## src/rtl/sign_narrower_16in_8out.sv

```systemverilog
`default_nettype none
// ============================================================================
// Module   : sign_narrower_16in_8out
// Function : Serialises 16-bit words onto an 8-bit bus, sending sign-extendable
//            words as a single tagged short byte and others as high/low bytes.
// Revision : 1.0 - initial release
// ============================================================================
module sign_narrower_16in_8out #(
    parameter int ENABLE_NARROW = 1,
    parameter int COUNT_WIDTH   = 16
) (
    input  logic                   clk,
    input  logic                   rst,
    input  logic [15:0]            word_in,
    input  logic                   word_valid,
    output logic                   word_ready,
    output logic [7:0]             byte_out,
    output logic                   byte_valid,
    input  logic                   byte_ready,
    output logic                   byte_short,
    output logic                   byte_last,
    output logic [COUNT_WIDTH-1:0] short_count
);

    localparam logic [COUNT_WIDTH-1:0] c_count_max = '1;

    typedef enum logic [1:0] {
        ST_IDLE  = 2'd0,
        ST_SHORT = 2'd1,
        ST_HIGH  = 2'd2,
        ST_LOW   = 2'd3
    } state_t;

    state_t                   r_state;
    state_t                   w_state_nxt;
    logic [15:0]              r_hold;
    logic [COUNT_WIDTH-1:0]   r_short_count;
    logic                     w_accept;
    logic                     w_is_short;
    logic                     w_short_done;

    // word_ready is masked by rst so nothing is accepted during reset
    assign word_ready   = (r_state == ST_IDLE) && !rst;
    assign w_accept     = word_valid && word_ready;
    assign w_is_short   = (ENABLE_NARROW != 0) && (word_in[15:8] == {8{word_in[7]}});
    assign w_short_done = (r_state == ST_SHORT) && byte_ready;

    always_comb begin
        w_state_nxt = r_state;
        case (r_state)
            ST_IDLE:  if (w_accept)   w_state_nxt = w_is_short ? ST_SHORT : ST_HIGH;
            ST_SHORT: if (byte_ready) w_state_nxt = ST_IDLE;
            ST_HIGH:  if (byte_ready) w_state_nxt = ST_LOW;
            ST_LOW:   if (byte_ready) w_state_nxt = ST_IDLE;
            default:                  w_state_nxt = ST_IDLE;
        endcase
    end

    always_ff @(posedge clk) begin
        if (rst) begin
            r_state       <= ST_IDLE;
            r_hold        <= 16'h0000;
            r_short_count <= '0;
        end else begin
            r_state <= w_state_nxt;
            if (w_accept) begin
                r_hold <= word_in;
            end
            if (w_short_done && (r_short_count != c_count_max)) begin
                r_short_count <= r_short_count + 1'b1;
            end
        end
    end

    // Outputs decode purely from state and hold, never from the handshakes
    always_comb begin
        byte_out   = 8'h00;
        byte_valid = 1'b0;
        byte_short = 1'b0;
        byte_last  = 1'b0;
        case (r_state)
            ST_SHORT: begin
                byte_out   = r_hold[7:0];
                byte_valid = 1'b1;
                byte_short = 1'b1;
                byte_last  = 1'b1;
            end
            ST_HIGH: begin
                byte_out   = r_hold[15:8];
                byte_valid = 1'b1;
            end
            ST_LOW: begin
                byte_out   = r_hold[7:0];
                byte_valid = 1'b1;
                byte_last  = 1'b1;
            end
            default: ;
        endcase
    end

    assign short_count = r_short_count;

endmodule
`default_nettype wire

```

## config.mk

```make
export PLATFORM = sky130hd
export DESIGN_NAME = sign_narrower_16in_8out
export DESIGN_NICKNAME = d
export VERILOG_FILES = /design/src/rtl/sign_narrower_16in_8out.sv
export SDC_FILE = /design/constraint.sdc
export NUM_CORES = 1
export LEC_CHECK = 0
export CAP_MARGIN = 40
export CELL_PAD_IN_SITES_DETAIL_PLACEMENT = 0
export CELL_PAD_IN_SITES_GLOBAL_PLACEMENT = 2
export CORE_UTILIZATION = 26
export DETAILED_ROUTE_END_ITERATION = 10
export GPL_TIMING_DRIVEN = 0
export PLACE_DENSITY_LB_ADDON = 0.1
export SETUP_SLACK_MARGIN = 0.02
export SLEW_MARGIN = 20
export SYNTH_ARGS = -nofsm -noshare
export SYNTH_HDL_FRONTEND = slang
export SYNTH_SLANG_ARGS = --single-unit
```

## constraint.sdc

```tcl
create_clock -name clk -period 1.84 [get_ports clk]
set_clock_uncertainty 0.05 [all_clocks]
set_input_delay 0.368 -clock clk [delete_from_list [all_inputs] [get_ports clk]]
set_output_delay 0.368 -clock clk [all_outputs]
set_load 0.05 [all_outputs]
```

# == Word-level counts from Yosys, hierarchy flattened ==
# Cells that the tools add are included.
# totals
ff_bits,34
out_inout_bits,28
word_cells,30
# classes
n_reduce_logical,9
mux,9
n_addsub,1
eq_ne,8
# op_table
op,count
$add A16 B1 Y16 const B,1
$ne A16 B16 Y1 const B,1
$pmux W8 S2,1
$eq A8 B8 Y1,1
$mux W2,4
$pmux W2 S3,1
$eq A2 B2 Y1 const B,2
$logic_and A1 B1 Y1,4
$ne A2 B2 Y1 const B,2
$mux W1,3
$reduce_and A3 Y1,1
$reduce_or A3 Y1,1
$eq A2 B1 Y1 const B,1
$logic_not A2 Y1,1
$ne A2 B1 Y1 const B,1
$reduce_or A2 Y1,1
$logic_not A1 Y1,1

# == Longest topological paths before layout ==
# logic_depth
word_depth,5
depth_mapped,6
depth_no_buf,5

# == Worst setup path before layout ==
# No wires, ideal clock.
# synth_timing
path_type,reg2reg
start,register r_state[1]
end,register r_hold[11]
setup_ns,0.130
path_buffers,2
path_slack_ns,-0.556
synth_period_minus_slack_ns,2.396
path_stages_with_launch,6
arrival_ns,2.216
required_ns,1.660
path_cell_list,dfxtp_1 nor3_1 and2_1 clkbuf_1 clkbuf_1 o21ai_0
# synth_between
elab_chain_len,3
# synth_rtl
element,line_no,text
"start, declared",34,state_t r_state;
"start signal, assigned",65,r_state <= w_state_nxt;
$logic_not A2 Y1,43,assign word_ready = (r_state == ST_IDLE) && !rst;
$logic_and A1 B1 Y1,43,
net word_ready,16,"output logic word_ready,"
$logic_and A1 B1 Y1,44,assign w_accept = word_valid && word_ready;
"end signal, assigned",67,r_hold <= word_in;
"end, declared",36,logic [15:0] r_hold;
# The timed path passes the listed nets, and every way through them passes these cells.
# A chain may end at the register's enable or synchronous reset.

# == Final worst setup path ==
# layout_timing
start,input port word_in[9]
end,register r_state[1]
# layout_between
elab_chain_len,4
# layout_rtl
element,line_no,text
"start, declared",14,"input logic [15:0] word_in,"
$eq A8 B8 Y1,45,assign w_is_short = (ENABLE_NARROW != 0) && (word_in[15:8] == {8{word_in[7]}});
$mux W2 (2 in a row),51,ST_IDLE: if (w_accept) w_state_nxt = w_is_short ? ST_SHORT : ST_HIGH;
$pmux W2 S3,50,case (r_state)
# Every way passes these cells. The select of a mux whose other input is x is not followed.

==> flow_summary.ini <==
[run_status]
outcome = completed

[clocking]
clk_latency_ns = 0.29
root_buffer = clkbuf_8
numCtsBuffers = 5
h-tree-depth = 2
ctsHoldBuffers = 0
cts_sinks = 34
clk_pin_slew_worst_paths_ns = 0.07
cts_tree = built
clock_path_buffers = 2

[placement]
port_buffers = 47
dp_hpwl_um = 3430
place_area_um2 = 2290
place.gp.congestion = 0.706
pre_cts_ws_ns = -0.859

[drt]
dr_total_vias = 1722
drt-total-wl_um = 4770
drtIter0Drc = 42
first_pass_iters = 4
drt.antenna.violating_nets = 0
routedWlPerCell_um = 13.6
viasPerCell = 4.91
remaining_drc_errors = 0

[synthesis]
synth-seq-cells = 34
synthCells = 217
synthesis.nets = 238
ys_types = 37
postSynthAreaPerCell_um2 = 7.76
yosys_warnings = 0
synthesis.area_um2 = 1680
yosysSeqAreaShare_pct = 40.4

[floorplan]
start_util_pct = 27.6
die_w_um = 82.5
die-area_um2 = 6800
pin_count = 48
coreArea_um2 = 6100
die_h_um = 82.5
rows = 28

[cells_and_area]
postLayoutCellArea_um2 = 2450
final_util_pct = 40.3
layout-drive-gt1-share_pct = 23.6
nFillCells = 686
seqCellArea_um2 = 709
multi_input_area_um2 = 995
diodes = 0
area_growth_pct = 45.8
final_nets = 296

[grt]
grt_pass1_vias = 1602
grt_max_degree = 11
grt_pass1_wl_um = 7750
grt_overflow = 0
antenna_found_initial = 0
track_usage_pct = 15.4

[sta]
hold_violations = 0
rsz0062_at_grt = false
timing.setup.tns_ns = 0
relSlewSlack_pct = 68.5
setup_viol = 0
hold-worst-slack_ns = 0.407
layout_min_cycle_time_ns = 1.78
setup_ws_ns = 0.0598
fmax_mhz = 562
finalCritPeriodShare_pct = 96.8
drv_slew = 0
tightest_slew_ns = 0.470

[setup_path]
critical_path.endpoint_type = flop
cp.required_ns = 1.97
crit_type = primary input to flop
worst_ep_arrival_time_ns = 1.91
cp_slowest_cell = or4_1
worstPathCellList = clkdlybuf4s50_1, or4_1, nor4_2, nor3_1, a32o_1
start_kind = primary input
cp_max_fo = 3
slowest_delay_ns = 0.55

[pwr]
pwr_density_cell_nw_per_um2 = 747
ir_drop_mv = 0.394
p_leak_nw = 0.969

[hold_path]
hold_class = flop to flop

[flow_run]
maxCapViolations = 0
## stage by stage
step	total power, mW	instances
finish	1.83	351
global route	1.95	351
CTS	1.85	348
detailed placement	1.25	339
global placement	1.25	339
floorplan	1.08	217
## worst max-delay path: cells and delay by family
kind	cells	cell delay, ns
AOI/OAI and AO/OA	1	0.22
buffers and inverters	1	0.44
and+or+nand+nor	3	0.88
## cell families (layout without fill, tap and decap cells)
group / Yosys count / count (layout) / synth area share (%)
AND/OR/NAND/NOR: 110 / 110 / 34.5
AO/OA/AOI/OAI: 51 / 51 / 17.5
flip-flops: 34 / 34 / 40.4
buffers and inverters: 16 / 75 / 3.57
multiplexers: 5 / 5 / 3.27
adder cells (fa/ha/maj): 1 / 1 / 0.743
## area by class of cell
| cell class | instances | area share (%) |
|---|---|---|
| Multi-Input combinational cell | 167 | 40.5 |
| Sequential cell | 34 | 28.9 |
| Inverter | 4 | 0.612 |
| Clock buffer | 7 | 3.52 |
| Timing Repair Buffer | 51 | 19.3 |
| Buffer | 12 | 3.16 |
| Clock inverter | 1 | 0.204 |
| Tap cell | 75 | 3.82 |
## synthesized netlist by cell type
| cell type | instances | share of area [%] |
|---|---|---|
| a21oi_1 | 11 | 3.3 |
| o21ai_0 | 27 | 8.0 |
| and2_1 | 4 | 1.5 |
| nand3_2 | 1 | 0.59 |
| o41ai_1 | 1 | 0.52 |
| and3b_1 | 1 | 0.52 |
| inv_1 | 4 | 0.89 |
| or4_1 | 6 | 2.7 |
| and4b_1 | 2 | 1.2 |
| nand4_1 | 4 | 1.5 |
| or2_2 | 1 | 0.37 |
| nor2b_1 | 5 | 1.9 |
| and3_1 | 2 | 0.74 |
| clkbuf_1 | 12 | 2.7 |
| o21bai_1 | 2 | 0.89 |
| dfxtp_1 | 34 | 40 |
| and4_4 | 1 | 0.67 |
| nor3_1 | 5 | 1.5 |
| or3_1 | 4 | 1.5 |
| nand2_1 | 56 | 12 |
| o311ai_0 | 1 | 0.52 |
| mux2_2 | 4 | 2.7 |
| o31ai_1 | 6 | 2.7 |
| nor4_1 | 1 | 0.37 |
| and4_1 | 1 | 0.52 |
| mux2i_1 | 1 | 0.59 |
| o311a_1 | 1 | 0.59 |
| nor3_2 | 1 | 0.59 |
| or4b_1 | 1 | 0.59 |
| nand3_1 | 7 | 2.1 |
| nor2_1 | 4 | 0.89 |
| a32o_1 | 1 | 0.59 |
| nand4_4 | 1 | 1.3 |
| nor4_2 | 1 | 0.74 |
| nand2b_1 | 1 | 0.37 |
| a21boi_0 | 1 | 0.45 |
| ha_1 | 1 | 0.74 |
## timing repair
action                     in CTS  in global routing
setup buffers                   1                  3
setup endpoints to repair      33                 33
pin swaps                       1                  0
gates resized for setup        90                 19
## sequential cells by signal, summed over array words and instances (netlist names)
register     cells
r_hold          16
short_count     16
r_state          2
## where the power goes
group | switching, mW | internal (mW) | leakage [nW]
Clock | 0.274 | 0.302 | 0.0482
Combinational | 0.263 | 0.171 | 0.635
Sequential | 0.0372 | 0.786 | 0.286
Total | 0.574 | 1.26 | 0.969
## layout by cell type (no fill, tap or decap), drive strengths merged, types with 2 or more instances in the layout
cell type	Yosys	routed
nor2b	5	5
clkbuf	12	17
mux2	4	4
or3	4	4
dfxtp	34	34
nor4	2	2
inv	4	4
and4	2	2
dlygate4sd2	0	18
o21bai	2	2
o21ai	27	27
a21oi	11	11
clkdlybuf4s50	0	18
o31ai	6	6
clkdlybuf4s15	0	3
and3	2	2
nand2	56	56
nor2	4	4
nand3	8	8
and4b	2	2
buf	0	14
nand4	5	5
or4	6	6
and2	4	4
nor3	6	6
## final timing paths
path                                     start               to  slack (ns)  cells after the start
worst max register to register  short_count[0]  short_count[14]        0.08                      5
worst max-delay path                word_in[9]       r_state[1]        0.06                      5
worst min register to register       r_hold[8]        r_hold[8]        0.41                      2
worst min-delay path                 r_hold[8]        r_hold[8]        0.41                      2
## layer usage
metal / vias to the layer above / global-route usage, % / part of all wire (%)
li1: 895 / - / -
met1: 782 / 19.0 / 47
met2: 38 / 25.6 / 47
met3: 7 / 3.52 / 3.9
met4: 0 / 6.32 / 1.4
met5: - / 0 / 0
Note: power is estimated with default switching activity, not from simulation.
==> edit: new RTL, same flow settings <==
The parameter `COUNT_WIDTH` goes from 16 to 14.
--- a/src/rtl/sign_narrower_16in_8out.sv
+++ b/src/rtl/sign_narrower_16in_8out.sv
@@ -9,3 +9,3 @@
     parameter int ENABLE_NARROW = 1,
-    parameter int COUNT_WIDTH   = 16
+    parameter int COUNT_WIDTH   = 14
 ) (
Interface: changed (resized short_count); port bits go from 48 to 46. No check against the original RTL was run, so the function may have changed too.
==> edit against the original RTL <==
  * The flow now finishes with violations (DRC)
  * Fmax increased by 2.2%
  * Power is 17% lower
  * Synthesized cell count fell by 4.6%
  * Die area down 5.8%
  * Sequential power decreased by 8.9%
  * Register-to-register slack better by 0.05 ns
  * Wire length down 7.0%
  * Setup slack improved by 0.038 ns
  * Synthesized area is 5.9% lower
  * Non-clock buffer count fell by 3
  * Sequential cell count down 2
  * Design area down 5.9%
  * Combinational power is 35% lower
  * Critical endpoint is now word_ready
  * Largest cell class unchanged
==> edit: results (changes against the original RTL) <==
** Yosys
- The mux cell area share after synthesis came to 2.76% (-0.50 points).
- The complex-gate fraction of the synthesized area is 18.1% (+0.56 points).
- The sequential element share of the synthesized area was 40.4% (about the same).
- For this run, the leading register cell type out of synthesis is dfxtp_1.
- By count the netlist is led by nand2_1, dfxtp_1, o21ai_1.
- The adder-cell share of the synthesized area came to 0.790% (+0.047 points).
- Net count after synthesis :: 228 (-4.2%)
- Main area contributors after synthesis :: dfxtp_1, nand2_1, o21ai_1, a21oi_1, nand4_2

** Worst setup path
- Cell with the largest stage delay on the worst path :: clkdlybuf4s15_1
- Maximum fanout along the worst path :: 6 (+3)
- Among cell families on the critical path, the largest total delay comes from buffers and inverters.
- The largest incremental delay on the critical path was 0.51 ns (-0.04 ns).

** Run status
- Result of the run :: finished with violations
- The checks that failed: DRC.

** Placed design
- Final estimated routing congestion in global placement :: 0.726 (+2.8%)
- Instance area after placement :: 0.00215 sq mm (-6.0%)
- Placed wire-length estimate :: 3.31 mm (-3.6%)
- The count of buffers from port buffering is 44 (-6.4%).

** Drt
- Final WL :: 4.44 mm (-7.0%)
- Vias post-DR :: 1601 (-7.0%)
- Drc violations :: 1 (+1)
- The sum of met2 wire segment lengths after detailed routing is 2.26 mm (+0.13%).
- Residual antenna-violating net count after detailed routing :: 0 (unchanged)
- Met1 Routed Length :: 1.96 mm (-13%)
- Number of violations reported at the end of detailed-routing iteration 0 :: 32 (-24%)
- DRT Pass-1 Iters :: 7 (+3)
- The detailed-routed wire length on met3 is 149 microns (-19%).

** Finish
- The register with the most flip-flops in the final layout is r_hold.
- The count of filler cells inserted in the layout came to 664 (-3.2%).
- Number of nets in the final layout :: 282 (-4.7%)
- Layout cells sized above 1 :: 20.8% (-2.7 points)

** Pwr
- IR Drop Worst-Case VDD :: 0.344 mV (-13%)
- Switching power :: 0.431 mW (-25%)
- Standby leakage power :: 0.974 nW (+0.52%)

** Clocking
- The number of levels the H-tree was split into was 2 (unchanged).
- After clock tree synthesis, the clock-pin slew on the worst setup and hold paths is 0.06 ns.
- Clock insertion delay at the later pin of the skew report :: 0.28 ns

** STA
- The total negative slack was 0 ns (unchanged).
- The measured slew at the worst slew-check pin was 0.653 ns (+0.183 ns).
- Post-route clock period utilization :: 94.7% (-2.1 points)

** GRT
- Global-route wire length before repair :: 7.31 mm (-5.6%)
- The number of global-route vias before repair came to 1509 (-5.8%).
- The global-route usage over all layers is 15.1% (-0.33 points).

** Hold path
- The tightest min-delay check is of the in -> reg type.
-- edit: power by group through the flow --
stage / logic [mW] / clock network (mW) / registers (mW)
2_1_floorplan: 0.165 / 0 / 0.763
3_3_place_gp: 0.277 / 0 / 0.767
3_5_place_dp: 0.276 / 0 / 0.767
4_1_cts: 0.276 / 0.508 / 0.752
5_1_grt: 0.309 / 0.537 / 0.756
6_report: 0.282 / 0.484 / 0.751
-- edit: final cells by class --
| cell class | instances | area [sq um] | area share (%) |
|---|---|---|---|
| multi-input combinational | 157 | 928 | 40.2 |
| timing repair buffer | 47 | 449 | 19.4 |
| clock buffer | 5 | 68.8 | 2.98 |
| inverter | 5 | 18.8 | 0.812 |
| sequential | 32 | 659 | 28.5 |
| tap | 75 | 93.8 | 4.06 |
| buffer | 13 | 92.6 | 4.01 |
-- edit: repair_timing --
action                                  4_1_cts  5_1_grt
pin swaps                                     1        1
buffers inserted                              0        3
gates resized for setup                      85       16
endpoints found under the setup margin       31       18
-- edit: path summary, 6_finish.rpt --
check / startpoint / to / slack, ns / cells past startpoint
setup / recovery: r_state[0] / word_ready / 0.1 / 2
hold / removal: word_in[11] / r_hold[11] / 0.34 / 3
setup reg to reg: short_count[9] / short_count[4] / 0.13 / 4
hold reg to reg: r_hold[8] / r_hold[8] / 0.40 / 2
-- edit: metal layers --
metal / up-vias / global-route usage [%]
met1: 736 / 17.7
li1: 831 / -
met2: 26 / 26.7
met4: 0 / 4.82
met5: - / 0
met3: 8 / 3.64
-- edit: logic make-up after synthesis --
family          count (synthesis)
fa+ha+maj                       1
buf+inv                        18
compound gates                 48
flops                          32
mux                             4
simple gates                  104
-- edit: worst min-delay path, cell delays in order --
cell and delay [ns]:
dlymetal6s2s_1 0.13, nand2_1 0.07, o21ai_1 0.06
-- edit: stage by stage --
| stage | std cells | setup WS (ns) |
|---|---|---|
| 6_report | 334 | 0.0976 |
| 5_1_grt | 334 | 0.0179 |
| 4_1_cts | 331 | 0.00253 |
| 3_5_place_dp | 326 | -0.931 |
| 3_3_place_gp | 326 | -0.958 |
| 2_1_floorplan | 207 | -0.160 |
